### src/rtl/vga_pkg.sv
// Shared constants for the VGA scan-out path.
// Default 640x480@60 timing, image geometry and stage bundles.
package vga_pkg;

    localparam int VGA_H_ACTIVE = 640;
    localparam int VGA_H_FP     = 16;
    localparam int VGA_H_SYNC   = 96;
    localparam int VGA_H_BP     = 48;
    localparam int VGA_H_TOTAL  = VGA_H_ACTIVE + VGA_H_FP + VGA_H_SYNC + VGA_H_BP;

    localparam int VGA_V_ACTIVE = 480;
    localparam int VGA_V_FP     = 10;
    localparam int VGA_V_SYNC   = 2;
    localparam int VGA_V_BP     = 33;
    localparam int VGA_V_TOTAL  = VGA_V_ACTIVE + VGA_V_FP + VGA_V_SYNC + VGA_V_BP;

    localparam int VGA_HS_START = VGA_H_ACTIVE + VGA_H_FP;
    localparam int VGA_HS_END   = VGA_HS_START + VGA_H_SYNC;
    localparam int VGA_VS_START = VGA_V_ACTIVE + VGA_V_FP;
    localparam int VGA_VS_END   = VGA_VS_START + VGA_V_SYNC;

    localparam int VGA_ADDR_W = 19;
    localparam int VGA_IMG_W  = 200;
    localparam int VGA_IMG_H  = 200;
    localparam int VGA_SCALE  = 2;

    // Wide enough for both 800-pixel lines and 525-line frames
    localparam int CNT_W = 10;

    typedef struct packed {
        logic hs;
        logic vs;
        logic blank_n;
        logic win;
    } sync_t;

endpackage

### src/rtl/vga_timing.sv
// Pixel-rate strobe, raster counters and raw sync/blank generation.
// Everything here describes the current counter position, undelayed.
module vga_timing
    import vga_pkg::*;
#(
    parameter int H_ACTIVE = VGA_H_ACTIVE,
    parameter int H_FP     = VGA_H_FP,
    parameter int H_SYNC   = VGA_H_SYNC,
    parameter int H_BP     = VGA_H_BP,
    parameter int V_ACTIVE = VGA_V_ACTIVE,
    parameter int V_FP     = VGA_V_FP,
    parameter int V_SYNC   = VGA_V_SYNC,
    parameter int V_BP     = VGA_V_BP
) (
    input  logic             clk,
    input  logic             reset,
    output logic             pix_en,
    output logic [CNT_W-1:0] hc,
    output logic [CNT_W-1:0] vc,
    output logic             hs,
    output logic             vs,
    output logic             blank_n,
    output logic             frame_start
);

    localparam int H_TOTAL = H_ACTIVE + H_FP + H_SYNC + H_BP;
    localparam int V_TOTAL = V_ACTIVE + V_FP + V_SYNC + V_BP;

    localparam logic [CNT_W-1:0] H_LAST   = CNT_W'(H_TOTAL - 1);
    localparam logic [CNT_W-1:0] V_LAST   = CNT_W'(V_TOTAL - 1);
    localparam logic [CNT_W-1:0] H_ACT    = CNT_W'(H_ACTIVE);
    localparam logic [CNT_W-1:0] V_ACT    = CNT_W'(V_ACTIVE);
    localparam logic [CNT_W-1:0] HS_START = CNT_W'(H_ACTIVE + H_FP);
    localparam logic [CNT_W-1:0] HS_END   = CNT_W'(H_ACTIVE + H_FP + H_SYNC);
    localparam logic [CNT_W-1:0] VS_START = CNT_W'(V_ACTIVE + V_FP);
    localparam logic [CNT_W-1:0] VS_END   = CNT_W'(V_ACTIVE + V_FP + V_SYNC);

    logic phase;

    assign pix_en = phase;

    always_ff @(posedge clk) begin
        if (reset) begin
            phase <= 1'b0;
            hc    <= '0;
            vc    <= '0;
        end else begin
            phase <= ~phase;
            if (phase) begin
                if (hc == H_LAST) begin
                    hc <= '0;
                    vc <= (vc == V_LAST) ? '0 : vc + 1'b1;
                end else begin
                    hc <= hc + 1'b1;
                end
            end
        end
    end

    assign hs          = !(hc >= HS_START && hc < HS_END);
    assign vs          = !(vc >= VS_START && vc < VS_END);
    assign blank_n     = (hc < H_ACT) && (vc < V_ACT);
    assign frame_start = pix_en && (hc == '0) && (vc == '0);

endmodule

### src/rtl/display_scanout.sv
// VGA scan-out: image-window address generation with integer upscaling
// and a two-stage pipeline that keeps syncs aligned with memory data.
module display_scanout
    import vga_pkg::*;
#(
    parameter int                H_ACTIVE = VGA_H_ACTIVE,
    parameter int                H_FP     = VGA_H_FP,
    parameter int                H_SYNC   = VGA_H_SYNC,
    parameter int                H_BP     = VGA_H_BP,
    parameter int                V_ACTIVE = VGA_V_ACTIVE,
    parameter int                V_FP     = VGA_V_FP,
    parameter int                V_SYNC   = VGA_V_SYNC,
    parameter int                V_BP     = VGA_V_BP,
    parameter int                IMG_W    = VGA_IMG_W,
    parameter int                IMG_H    = VGA_IMG_H,
    parameter int                SCALE    = VGA_SCALE,
    parameter int                ADDR_W   = VGA_ADDR_W,
    parameter logic [ADDR_W-1:0] IMG_BASE = '0
) (
    input  logic              clk,
    input  logic              reset,
    output logic [ADDR_W-1:0] pixel_addr,
    output logic              pixel_rd_en,
    input  logic [7:0]        pixel,
    output logic              vga_clk,
    output logic              vga_hs,
    output logic              vga_vs,
    output logic              vga_blank_n,
    output logic [7:0]        vga_r,
    output logic [7:0]        vga_g,
    output logic [7:0]        vga_b,
    output logic              frame_start
);

    localparam int H_TOTAL = H_ACTIVE + H_FP + H_SYNC + H_BP;
    localparam int V_TOTAL = V_ACTIVE + V_FP + V_SYNC + V_BP;
    localparam int SUB_W   = (SCALE > 1) ? $clog2(SCALE) : 1;

    localparam logic [CNT_W-1:0]  H_LAST   = CNT_W'(H_TOTAL - 1);
    localparam logic [CNT_W-1:0]  V_LAST   = CNT_W'(V_TOTAL - 1);
    localparam logic [CNT_W-1:0]  WIN_HC   = CNT_W'(IMG_W * SCALE);
    localparam logic [CNT_W-1:0]  WIN_VC   = CNT_W'(IMG_H * SCALE);
    localparam logic [SUB_W-1:0]  SUB_LAST = SUB_W'(SCALE - 1);
    localparam logic [ADDR_W-1:0] ROW_STEP = ADDR_W'(IMG_W);

    logic             pix_en;
    logic [CNT_W-1:0] hc;
    logic [CNT_W-1:0] vc;
    logic             hs_raw;
    logic             vs_raw;
    logic             blank_raw;

    vga_timing #(
        .H_ACTIVE (H_ACTIVE),
        .H_FP     (H_FP),
        .H_SYNC   (H_SYNC),
        .H_BP     (H_BP),
        .V_ACTIVE (V_ACTIVE),
        .V_FP     (V_FP),
        .V_SYNC   (V_SYNC),
        .V_BP     (V_BP)
    ) u_timing (
        .clk         (clk),
        .reset       (reset),
        .pix_en      (pix_en),
        .hc          (hc),
        .vc          (vc),
        .hs          (hs_raw),
        .vs          (vs_raw),
        .blank_n     (blank_raw),
        .frame_start (frame_start)
    );

    assign vga_clk = pix_en;

    logic              in_win;
    logic [ADDR_W-1:0] col;
    logic [ADDR_W-1:0] row_base;
    logic [SUB_W-1:0]  hsub;
    logic [SUB_W-1:0]  vsub;

    assign in_win = (hc < WIN_HC) && (vc < WIN_VC);

    // Incremental address walk: each stored pixel repeats SCALE times per axis
    always_ff @(posedge clk) begin
        if (reset) begin
            col      <= '0;
            hsub     <= '0;
            row_base <= IMG_BASE;
            vsub     <= '0;
        end else if (pix_en) begin
            if (hc == H_LAST) begin
                col  <= '0;
                hsub <= '0;
                if (vc == V_LAST) begin
                    row_base <= IMG_BASE;
                    vsub     <= '0;
                end else if (vsub == SUB_LAST) begin
                    vsub     <= '0;
                    row_base <= row_base + ROW_STEP;
                end else begin
                    vsub <= vsub + 1'b1;
                end
            end else if (in_win) begin
                if (hsub == SUB_LAST) begin
                    hsub <= '0;
                    col  <= col + 1'b1;
                end else begin
                    hsub <= hsub + 1'b1;
                end
            end
        end
    end

    sync_t s1;

    always_ff @(posedge clk) begin
        if (reset) begin
            pixel_addr  <= IMG_BASE;
            pixel_rd_en <= 1'b0;
            s1          <= '{hs: 1'b1, vs: 1'b1, blank_n: 1'b0, win: 1'b0};
        end else if (pix_en) begin
            pixel_rd_en <= in_win;
            if (in_win) begin
                pixel_addr <= row_base + col;
            end
            s1 <= '{hs: hs_raw, vs: vs_raw, blank_n: blank_raw, win: in_win};
        end
    end

    // Memory data lands between the two pix_en edges, so stage 2 sees it
    always_ff @(posedge clk) begin
        if (reset) begin
            vga_hs      <= 1'b1;
            vga_vs      <= 1'b1;
            vga_blank_n <= 1'b0;
            vga_r       <= 8'h00;
            vga_g       <= 8'h00;
            vga_b       <= 8'h00;
        end else if (pix_en) begin
            vga_hs      <= s1.hs;
            vga_vs      <= s1.vs;
            vga_blank_n <= s1.blank_n;
            vga_r       <= s1.win ? pixel : 8'h00;
            vga_g       <= s1.win ? pixel : 8'h00;
            vga_b       <= s1.win ? pixel : 8'h00;
        end
    end

endmodule

### config.mk
export PLATFORM = sky130hd
export DESIGN_NAME = display_scanout
export DESIGN_NICKNAME = d
export VERILOG_FILES = /design/src/rtl/vga_pkg.sv /design/src/rtl/vga_timing.sv /design/src/rtl/display_scanout.sv
export SDC_FILE = /design/constraint.sdc
export NUM_CORES = 1
export LEC_CHECK = 0
export BUFFER_PORTS_ARGS = -buffer_cell sky130_fd_sc_hd__buf_4
export CORE_UTILIZATION = 50
export DETAILED_ROUTE_END_ITERATION = 8
export GPL_TIMING_DRIVEN = 0
export PLACE_DENSITY_LB_ADDON = 0.2
export REMOVE_ABC_BUFFERS = 1
export SLEW_MARGIN = 30
export SYNTH_ARGS = -nofsm -noshare
export SYNTH_HDL_FRONTEND = slang
export SYNTH_SLANG_ARGS = --single-unit
### constraint.sdc
create_clock -name clk -period 2.8 [get_ports clk]
set_clock_uncertainty 0.1 [all_clocks]
set_input_delay 0.14 -clock clk [delete_from_list [all_inputs] [get_ports clk]]
set_output_delay 0.14 -clock clk [all_outputs]
set_load 0.005 [all_outputs]
## After elaboration in Yosys (flattened, before gate mapping)

Index checks and enable logic that the tools add are counted.

- Flip-flop bits (word level): 95
- Input bits: 10
- Output and inout port bits: 49
- Word-level logic and storage cells: 65

- Add/subtract/negate cells: 7
- Order comparisons: 8
- Equal/unequal tests: 2
- Muxes and demuxes: 13
- Bitwise gates (word level): 1
- Reduce and logical (&&, ||, !) cells: 18

Operators with widths:

| kind | number |
|---|---|
| $mux 19 | 5 |
| $lt 10x9->1 const B | 4 |
| $add 10x1->10 const B | 2 |
| $eq 10x10->1 const B | 2 |
| $logic_not 10->1 | 2 |
| $lt 10x10->1 const B | 2 |
| $mux 10 | 2 |
| $add 19x1->19 const B | 1 |
| $add 19x19->19 | 1 |
| $add 19x8->19 const B | 1 |
| $ge 10x10->1 const B | 1 |
| $ge 10x9->1 const B | 1 |
| $mux 8 | 1 |
| $logic_and 1x1->1 | 6 |
| $reduce_and 2->1 | 3 |
| $reduce_and 3->1 | 2 |
| $reduce_bool 2->1 | 3 |
| $mux 1 | 5 |
| $add 1x1->1 const B | 2 |
| $logic_not 1->1 | 2 |
| $not 1->1 | 1 |

## Longest topological paths before layout

Gate-level depths: netlist of run 1.

- Depth in word-level cells: 4
- Gate-level depth with buffers: 8
- Gate-level depth less buffers: 7

## By module

From an unflattened synthesis of run 1, not the netlist that was laid out.

- Cell total of the unflattened synthesis: 582
- Area total of the unflattened synthesis: 5018.6 um^2

By module, submodules not included:

| module | times used | cells an instance | area an instance (um^2) | sequential area each (um^2) |
|---|---|---|---|---|
| display_scanout | 1 | 451 | 3821.2 | 1421.4 |
| vga_timing | 1 | 131 | 1197.4 | 420.4 |

## Worst setup path before layout of run 1

Ideal clock, no wire load.

- Kind: register to register
- Start point: register u_timing.hc[5]
- End point: register u_timing.vc[7]
- Setup time: 129 ps
- Data arrival time: 2001 ps
- Data required time: 2571 ps
- Setup slack: 571 ps
- Stages on the path, launching flop included: 9
- Path buffers: 3
- Period minus slack after synthesis: 2229 ps
- Cell sequence: dfxtp_1 -> or3_1 -> buf_2 -> or3_1 -> buf_6 -> buf_6 -> nor4_1 -> xnor2_1 -> nor2_2

- Cells in the longest elaborated chain, start to end: 2

RTL lines:

| element | line | source |
|---|---|---|
| start: declaration | vga_timing.sv:18 | `output logic [CNT_W-1:0] hc,` |
| start signal: assignment | vga_timing.sv:54 | `hc <= hc + 1'b1;` |
| $eq 10x10->1 | vga_timing.sv:50 | `if (hc == H_LAST) begin` |
| $reduce_and 2->1 (no source line) | - |  |
| end signal: assignment | vga_timing.sv:52 | `vc <= (vc == V_LAST) ? '0 : vc + 1'b1;` |
| end: declaration | vga_timing.sv:19 | `output logic [CNT_W-1:0] vc,` |

Every way passes these cells.
A chain may end at the register's enable or synchronous reset.

## Worst setup path in the final report of run 1

- Start point: register u_timing.hc[4]
- End point: register col[17]

- Cells in the longest elaborated chain, start to end: 4
- Elaborated cells between the ends (all ways): 7
- Those cells by class: order compare: 1; eq/ne: 1; mux: 1; reduce/logical: 4

RTL lines:

| element | line | source |
|---|---|---|
| $lt 10x9->1 | display_scanout.sv:82 | `assign in_win = (hc < WIN_HC) && (vc < WIN_VC);` |
| $logic_and 1x1->1 | display_scanout.sv:82 |  |
| $reduce_bool 2->1 (no source line) | - |  |
| $reduce_and 3->1 (no source line) | - |  |
| end signal: assignment | display_scanout.sv:107 | `col <= col + 1'b1;` |
| end: declaration | display_scanout.sv:77 | `logic [ADDR_W-1:0] col;` |

Several ways; a longest one is shown, not always the timed one.

==> flow_summary.yaml, run 1 <==
status:
  status: "complete, no violations"
cells_and_area:
  syn_to_final_growth_pct: 14.4
  num_antenna_cells: 0
  final_cell_area_um2: 5750
  final_layout_size_suffix_gt1_share_pct: 15.5
  instances_no_fill: 784
  finalNetCount: 678
drt:
  drt-total-wl_um: 11700
  routedWlPerCell_um: 15.0
  dr.pass1.iters: 5
  viasPerCell: 5.77
  vias: 4526
  drt_iter0_drc: 171
  ant_nets: 0
  drc_errors: 0
logic_synthesis:
  yosysTopAreaCell: "dfxtp_1"
  ys_warn_count: 0
  ys_seq_elements: 92
  postSynthAreaPerCell_um2: 8.22
  async_reset_ff_share_pct: 0
  yosysUniqueCellTypes: 59
  syn_area_um2: 5020
  synth_flop_cell: "dfxtp_1"
  synth_edf_count: 0
  ys_seq_area_share_pct: 36.7
  netlist_instances: 611
  yosysTopAreaCellShare_pct: 36.7
  synth.area.top_cells: "dfxtp_1, ha_1, a21oi_1"
min_path:
  hold_start: "reset"
  whs_path_depth: 2
  hp-class: "input pin to register"
  whs_endpoint: "u_timing.pix_en$_SDFF_PP0_"
clock_tree:
  clock_latency_ns: 0.36
  numCtsBuffers: 9
  cts.sinks: 92
  clk_path_buf_depth: 2
  htreeDepth: 3
  root_buffer: "clkbuf_8"
  cts_tree: "done"
  clk_pin_slew_worst_paths_ns: 0.10
floorplanning:
  die_w_um: 102
  coreArea_um2: 9770
  die_h_um: 102
  num_rows: 36
  die_area_um2: 10500
  ios: 59
  start_util_pct: 51.4
critical_path:
  crit_type: "register to register"
  ff2ff_setup_slack_ns: 0.18
  crit_chain: "o311ai_2 > o2111a_2 > o2111ai_1 > or3_1 > a21oi_1"
  start_kind: "register"
  cpPeakStageDelay_ns: 0.57
  end_kind: "register"
  cp.required_ns: 2.99
  rr_worst_depth: 5
  r2r-start: "u_timing.hc[4]$_SDFFE_PP0P_"
  critPathTopFamily: "compound AO/OA/AOI/OAI gates"
  worstPathMaxFanout: 15
  reg2reg_to: "col[17]$_SDFFE_PP0P_"
  cp_slowest_cell: "o311ai_2"
  crit_buf_inv: 0
  worstPathArrival_ns: 2.81
grt:
  met3_usage_pct: 3.69
  grt_first_pass_wirelength_um: 18600
  grt_max_degree: 50
  grt.total_usage_pct: 22.3
  antenna_found_initial: 0
  overflow: 0
  use_met1_pct: 27.0
  grt.busiest_layer: "met2"
  use_met2_pct: 40.2
  grt_pass1_vias: 4034
placed_design:
  place_inst: 755
  dpl_cell_area_um2: 5410
  dp_slack_ns: -0.382
  gp_congestion: 0.876
  hpwl_um: 7770
  port_buffers: 58
sta:
  grt_setup_unrepaired: "false"
  slew_viol_final: 0
  slew_headroom_pct: 42.5
  fin_crit_ns: 2.62
  timing.fmax_mhz: 382
  hold_viol: 0
  hold_slack_ns: 0.109
  worst_pin_slew_ns: 0.860
  timing.final.crit_share_pct: 93.5
  setup_violations: 0
  fin_tns_setup_ns: 0
  setup_slack_ns: 0.182
power:
  switching_share_pct: 26.9
  clock_power_share_pct: 37.3
  leakagePower_nw: 2.14
  power.share.sequential_pct: 56.8
  p_int_mw: 1.73
  powerDensity_nw_per_um2: 411
  power_switching_mw: 0.635
  comb_power_share_pct: 5.9
  peakVddDrop_v: 0.000291
run:
  maxCapViolations: 0
-- worst reg2reg max path: cells and delay by family (launching register included) --
family	cells	cell delay, ns
compound gates	4	1.59
simple gates	1	0.45
flops	1	0.41
-- how the worst max path moves through the flow --
| stage | endpoint | from | depth (start not counted) | slack (ns) |
|---|---|---|---|---|
| after floorplan | col[9]$_SDFFE_PP0P_ | u_timing.pix_en$_SDFF_PP0_ | 5 | -0.13 |
| after global placement | col[13]$_SDFFE_PP0P_ | u_timing.pix_en$_SDFF_PP0_ | 5 | -0.94 |
| after detailed placement | col[15]$_SDFFE_PP0P_ | u_timing.vc[4]$_SDFFE_PP0P_ | 5 | -0.38 |
| after CTS | col[13]$_SDFFE_PP0P_ | u_timing.hc[4]$_SDFFE_PP0P_ | 5 | 0.01 |
| after global routing | col[17]$_SDFFE_PP0P_ | u_timing.hc[4]$_SDFFE_PP0P_ | 5 | 0.02 |
| final | col[17]$_SDFFE_PP0P_ | u_timing.hc[4]$_SDFFE_PP0P_ | 5 | 0.18 |
-- layout make-up --
type	count	area, um2
clock inverter	7	65.1
tap	133	166
multi-input combinational	460	2940
clock buffer	9	124
inverter	12	45.0
timing repair buffer	71	561
sequential	92	1850
fill	868	4030
-- per-stage QoR --
| step | power [mW] | utilization (%) |
|---|---|---|
| after floorplan | 1.43 | - |
| after global placement | 1.49 | 54.9 |
| after detailed placement | 1.50 | 55.4 |
| after CTS | 2.38 | 58.6 |
| after global routing | 2.45 | 58.8 |
| final | 2.36 | 58.8 |
-- power groups by stage --
stage	logic, mW	clock network (mW)	registers [mW]
floorplan	0.0586	0	1.37
global placement	0.122	0	1.37
detailed placement	0.127	0	1.37
CTS	0.137	0.898	1.34
global route	0.153	0.948	1.35
finish	0.139	0.882	1.34
-- cells by family after synthesis --
logic type	after synthesis	synth area share [%]
adders and majority gates	22	5.48
AOI/OAI and AO/OA	131	17.2
DFF	92	36.7
xor gates and xnor gates	42	7.32
and+or+nand+nor	259	26.4
muxes	4	0.797
other	1	0.0746
buffers and inverters	60	6.05
-- cells in the mapped netlist, drive strengths merged, types with 4 or more instances --
master,n
a211o,5
a21oi,53
a311o,4
a31oi,6
and2,5
and3,14
buf,29
clkbuf,19
dfxtp,92
ha,22
inv,11
mux2i,4
nand2,58
nand3,28
nand4,16
nor2,63
nor2b,8
nor3,15
nor4,15
o2111ai,6
o211ai,5
o21a,4
o21ai,23
o31ai,6
or3,20
xnor2,24
xor2,18
-- metal layers --
layer  wire [um]  vias up
li1            -     2259
met1        5160     2154
met2        6060       98
met3         365       15
met4         158        0
met5           0        -
-- flip-flops by register name, summed over array words and instances, names as in the netlist --
name / count
vga_b: 8
vga_hs: 1
u_timing.hc: 10
vsub: 1
pixel_addr: 19
row_base: 16
col: 19
vga_blank_n: 1
u_timing.pix_en: 1
vga_vs: 1
u_timing.vc: 10
s1: 4
hsub: 1
-- cells in the final DEF, fill, tap and decap left out, types with 3 or more instances in the layout --
cell type / synthesis / routed
and2_1: 5 / 5
dlygate4sd3_1: 0 / 8
or3_1: 20 / 19
nor2_2: 4 / 4
dfxtp_1: 92 / 91
o31ai_1: 4 / 4
and3_1: 14 / 14
nor2_1: 59 / 59
nor4_1: 12 / 12
buf_4: 16 / 62
nor3_1: 14 / 13
nand2_1: 58 / 57
a211oi_1: 3 / 3
xnor2_1: 24 / 24
nor2b_1: 8 / 8
nand4b_1: 3 / 3
nor4_2: 3 / 3
clkbuf_8: 0 / 9
o21ai_0: 23 / 23
xor2_1: 18 / 18
nor4b_1: 3 / 3
inv_6: 0 / 3
and4_1: 3 / 3
o21a_1: 4 / 4
a31oi_1: 6 / 5
ha_1: 22 / 22
o2111ai_1: 5 / 4
inv_1: 11 / 11
a21oi_1: 53 / 53
nand2b_1: 3 / 3
o211ai_1: 5 / 5
mux2i_1: 4 / 4
nand3_1: 28 / 28
a311o_1: 4 / 4
nand4_1: 16 / 16
a211o_1: 5 / 5
-- what timing repair did --
item | in CTS | in global routing
resized for setup | 5 | 2
hold buffers | 8 | 0
hold endpoints to repair | 8 | 0
cloned | 0 | 1
pin swaps | 2 | 1
endpoints found under the setup margin | 48 | 19
buffers inserted | 4 | 0
(Power assumes the default switching activity.)
==> run 2, diff against run 1 <==
--- a/config.mk
+++ b/config.mk
@@ -5,8 +5,9 @@
 export SDC_FILE = /design/constraint.sdc
 export NUM_CORES = 1
 export LEC_CHECK = 0
+export ABC_CLOCK_PERIOD_IN_PS = 3300
 export BUFFER_PORTS_ARGS = -buffer_cell sky130_fd_sc_hd__buf_4
-export CORE_UTILIZATION = 50
+export CORE_UTILIZATION = 45
 export DETAILED_ROUTE_END_ITERATION = 8
 export GPL_TIMING_DRIVEN = 0
 export PLACE_DENSITY_LB_ADDON = 0.2
==> constraint.sdc (replaced) <==
create_clock -name clk -period 3.3 [get_ports clk]
set_clock_uncertainty 0.1 [all_clocks]
set_input_delay 0.165 -clock clk [delete_from_list [all_inputs] [get_ports clk]]
set_output_delay 0.165 -clock clk [all_outputs]
set_load 0.005 [all_outputs]
==> run 2 against run 1 <==
  * Routed wire length shrank 1.9%
  * Sequential power shrank 15%
  * Highest routed layer unchanged
  * Die area grew 11%
  * Via count shrank 1.6%
  * Critical path type unchanged
==> flow_summary.yaml, run 2 (same netlist as run 1, synthesis figures left out) <==
critical_path:
  start_kind: "register"
  cp_slowest_cell: "or3_2"
  crit_type: "register to register"
  crit_chain: "nand4_1 > or3_2 > nor4_1 > xnor2_1 > nor2_2"
  crit_buf_inv: 0
  critPathTopFamily: "simple AND/OR/NAND/NOR gates"
  end_kind: "register"
  cp.required_ns: 3.44
  worstPathMaxFanout: 31
  worstPathArrival_ns: 3.13
  cpPeakStageDelay_ns: 0.84
cells_and_area:
  final_common_cell: "dfxtp_1"
  final_cell_area_um2: 5740
  syn_to_final_growth_pct: 14.3
  largestRegisters: "col (19), pixel_addr (19), row_base (16)"
  finalNetCount: 676
  final_layout_size_suffix_gt1_share_pct: 14.9
  num_antenna_cells: 0
  fin_util_pct: 53.0
  final_cell_mix: "dfxtp_1, buf_4, nor2_1"
floorplanning:
  die_area_um2: 11600
  die_h_um: 108
  die_w_um: 108
  num_rows: 38
  start_util_pct: 46.4
  ios: 59
  coreArea_um2: 10800
placed_design:
  hpwl_um: 7980
  port_buffers: 58
  dpl_cell_area_um2: 5440
  dp_slack_ns: 0.0716
  gp_congestion: 0.858
power:
  powerDensity_nw_per_um2: 356
  peakVddDrop_v: 0.000303
  leakagePower_nw: 2.14
  p_total_mw: 2.05
sta:
  setup_violations: 0
  timing.final.crit_share_pct: 90.7
  hold_slack_ns: 0.126
  slew_viol_final: 0
  fin_crit_ns: 2.99
  hold_viol: 0
  slew_headroom_pct: 39.4
  timing.fmax_mhz: 334
  worst_pin_slew_ns: 0.906
  grt_setup_unrepaired: "false"
  setup_slack_ns: 0.307
grt:
  grt.total_usage_pct: 21.0
  overflow: 0
  grt_max_degree: 50
  grt_pass1_vias: 4177
  antenna_found_initial: 0
  grt_first_pass_wirelength_um: 19300
clock_tree:
  htreeDepth: 3
  clock_latency_ns: 0.38
  clk_path_buf_depth: 2
  numCtsBuffers: 9
  clk_pin_slew_worst_paths_ns: 0.09
  root_buffer: "clkbuf_8"
  cts_tree: "done"
  cts.sinks: 92
drt:
  drt_iter0_drc: 204
  drt-total-wl_um: 11500
  vias: 4454
  dr.pass1.iters: 4
  routedWlPerCell_um: 14.6
  viasPerCell: 5.65
  ant_nets: 0
  drc_errors: 0
run:
  maxCapViolations: 0
min_path:
  hp-class: "input pin to register"
status:
  status: "complete, no violations"
-- run 2: changes by cell type in the layout (fill, tap and decap cells not counted), sizes merged --
cell,previous run,this run
buf,63,62
bufinv,0,1
clkbuf,9,10
inv,16,14
o2111a,2,1
-- run 2: final cells by class --
| cell class | count | area (um2) |
|---|---|---|
| Fill cell | 1065 | 5100 |
| Multi-Input combinational cell | 459 | 2910 |
| Sequential cell | 92 | 1840 |
| Timing Repair Buffer | 70 | 566 |
| Tap cell | 140 | 175 |
| Clock buffer | 10 | 128 |
| Clock inverter | 6 | 71.3 |
| Inverter | 12 | 45.0 |
-- run 2: power by group --
| group | internal [mW] | switching (mW) | total (mW) |
|---|---|---|---|
| Sequential | 1.12 | 0.0174 | 1.14 |
| Clock | 0.360 | 0.429 | 0.789 |
| Combinational | 0.0531 | 0.0657 | 0.119 |
-- run 2: timing repair --
item	CTS	global route
buffers inserted	0	3
hold buffers	8	0
resized for setup	0	2
setup endpoints to repair	0	45
endpoints found under the hold margin	8	0
-- run 2: path summary, 6_finish.rpt --
path,start,endpoint,slack [ns],depth (start not counted)
setup / recovery,u_timing.pix_en$_SDFF_PP0_,row_base[18]$_SDFFE_PP0P_,0.31,5
setup reg to reg,u_timing.pix_en$_SDFF_PP0_,row_base[18]$_SDFFE_PP0P_,0.31,5
hold / removal,reset,u_timing.pix_en$_SDFF_PP0_,0.13,2
hold reg to reg,pixel_addr[4]$_SDFFE_PP0P_,pixel_addr[4]$_SDFFE_PP0P_,0.36,2
-- run 2: worst register-to-register path: cells and delay by family (launching register included) --
family / cells / cell delay (ns)
XOR/XNOR: 1 / 0.18
flip-flops: 1 / 0.74
AND/OR/NAND/NOR: 4 / 1.83
-- run 2: metrics by stage --
| stage | TNS (ns) | cells |
|---|---|---|
| floorplan | 0 | 563 |
| global placement | -18.46 | 761 |
| detailed placement | 0 | 762 |
| CTS | 0 | 786 |
| global route | 0 | 789 |
| finish | 0 | 789 |
-- run 2: metal layers --
metal | share of wire [%] | GRT usage [%]
met1 | 45 | 24.9
met2 | 51 | 37.4
met3 | 2.9 | 3.81
met4 | 1.4 | 8.32
met5 | 0 | 0
==> run 3, diff against run 2 <==
--- a/config.mk
+++ b/config.mk
@@ -11,7 +11,6 @@
 export DETAILED_ROUTE_END_ITERATION = 8
 export GPL_TIMING_DRIVEN = 0
 export PLACE_DENSITY_LB_ADDON = 0.2
-export REMOVE_ABC_BUFFERS = 1
 export SLEW_MARGIN = 30
 export SYNTH_ARGS = -nofsm -noshare
 export SYNTH_HDL_FRONTEND = slang
==> constraint.sdc (replaced) <==
create_clock -name clk -period 3.3 [get_ports clk]
set_clock_uncertainty 0.1 [all_clocks]
set_input_delay 0.33 -clock clk [delete_from_list [all_inputs] [get_ports clk]]
set_output_delay 0.33 -clock clk [all_outputs]
set_load 0.005 [all_outputs]
==> run 3 against run 2 <==
  * Global-route usage grew 2.0 points
  * Highest routed layer unchanged
  * Combinational power grew 13%
  * Clock power shrank 6.3%
  * Fmax grew 9.0%
==> flow_summary.yaml, run 3 (same netlist as run 1, synthesis figures left out) <==
cells_and_area:
  final_layout_size_suffix_gt1_share_pct: 15.5
  final_common_cell: "dfxtp_1"
  syn_to_final_growth_pct: 15.7
  final_cell_mix: "dfxtp_1, buf_4, nor2_1"
  fin_util_pct: 53.6
  largestRegisters: "col (19), pixel_addr (19), row_base (16)"
  num_antenna_cells: 0
  finalNetCount: 712
clock_tree:
  cts_tree: "done"
  clk_pin_slew_worst_paths_ns: 0.08
  clock_latency_ns: 0.38
  numCtsBuffers: 9
  cts_resized: 0
  htreeDepth: 3
  cts.sinks: 92
  post_cts_buffers: 0
  root_buffer: "clkbuf_8"
  clk_path_buf_depth: 2
  holdBufCountCts: 0
grt:
  antenna_found_initial: 0
  met3_usage_pct: 4.12
  grt.busiest_layer: "met2"
  grt.total_usage_pct: 23.0
  overflow: 0
  grt_first_pass_wirelength_um: 20800
  grt_max_degree: 14
  grt_pass1_vias: 4398
  use_met1_pct: 28.4
  use_met2_pct: 38.7
status:
  status: "complete, no violations"
critical_path:
  crit_type: "register to register"
  end_kind: "register"
  ff2ff_setup_slack_ns: 0.56
  worstPathArrival_ns: 2.88
  cp.required_ns: 3.44
  worstPathMaxFanout: 10
  start_kind: "register"
drt:
  drt-total-wl_um: 12800
  routedWlPerCell_um: 15.5
  drc_errors: 0
  dr.pass1.iters: 5
  drt_iter0_drc: 288
  ant_nets: 0
  viasPerCell: 5.67
  vias: 4660
min_path:
  hp-class: "input pin to register"
power:
  power_switching_mw: 0.476
  p_int_mw: 1.53
  power.share.sequential_pct: 56.5
  switching_share_pct: 23.7
  clock_power_share_pct: 36.9
  powerDensity_nw_per_um2: 345
  comb_power_share_pct: 6.7
  leakagePower_nw: 2.21
  peakVddDrop_v: 0.000224
sta:
  slew_headroom_pct: 49.9
  timing.final.crit_share_pct: 83.2
  fin_crit_ns: 2.74
  grt_setup_unrepaired: "false"
  timing.fmax_mhz: 364
  fin_tns_setup_ns: 0
  worst_pin_slew_ns: 0.751
  slew_viol_final: 0
  setup_violations: 0
  hold_viol: 0
  hold_slack_ns: 0.0875
placed_design:
  gp_congestion: 0.848
  port_buffers: 58
  hpwl_um: 9510
floorplanning:
  start_util_pct: 46.4
  die_h_um: 108
  num_rows: 38
  die_area_um2: 11600
  ios: 59
  coreArea_um2: 10800
  die_w_um: 108
logic_synthesis:
  syn_nets: 643
run:
  maxCapViolations: 0
[run 3: cell count changes in the layout (fill, tap and decap cells not counted), moves of 2 or more]
cell,change
inv_6,-2
buf_4,+13
buf_1,+8
clkbuf_1,+18
buf_6,+2
dlygate4sd3_1,-8
buf_2,+3
[run 3: power groups by stage]
stage               Combinational (mW)  Sequential (mW)  Clock [mW]
global route                     0.147             1.13       0.799
finish                           0.134             1.13       0.739
detailed placement               0.134             1.16           0
floorplan                       0.0744             1.16           0
global placement                 0.131             1.16           0
CTS                              0.134             1.13       0.762
[run 3: path summary, 6_finish.rpt]
path                                                   from                         end  depth (start not counted)
worst max-delay path            u_timing.hc[0]$_SDFFE_PP0P_   row_base[17]$_SDFFE_PP0P_                          7
worst min-delay path                               pixel[0]       vga_b[0]$_SDFFE_PP0P_                          3
worst max register to register  u_timing.hc[0]$_SDFFE_PP0P_   row_base[17]$_SDFFE_PP0P_                          7
worst min register to register   pixel_addr[5]$_SDFFE_PP0P_  pixel_addr[5]$_SDFFE_PP0P_                          2
[run 3: area by class of cell]
cell class	count	area [um2]
fillers	1079	5030
multi-input cells	459	2880
flip-flops and latches	92	1840
repair buffers	58	435
plain buffers	48	259
well taps	140	175
clock buffers	10	138
inverters	12	45.0
clock inverters	3	40.0
[run 3: critical path, cell delays in order (launching register included)]
cell and delay [ns]:
dfxtp_1 0.43, ha_1 0.23, nand4_1 0.31, nor3_2 0.57, nand2_1 0.12, nand2_1 0.20
buf_1 0.54, nor2_1 0.11
[run 3: through the flow]
stage	cell area, um2	power (mW)	instances	setup slack [ns]
after floorplan	5020	1.23	611	1.07
after global placement	5640	1.29	809	0.671
after detailed placement	5640	1.29	809	0.621
after CTS	5810	2.03	822	0.576
after global routing	5810	2.08	822	0.337
final	5810	2.01	822	0.555
[run 3: routing by layer]
metal / wire length [um] / up-vias / part of all wire (%)
met2: 6160 / 96 / 48
met4: 348 / 0 / 2.7
li1: - / 2314 / -
met3: 453 / 26 / 3.5
met5: 0 / - / 0
met1: 5810 / 2224 / 46
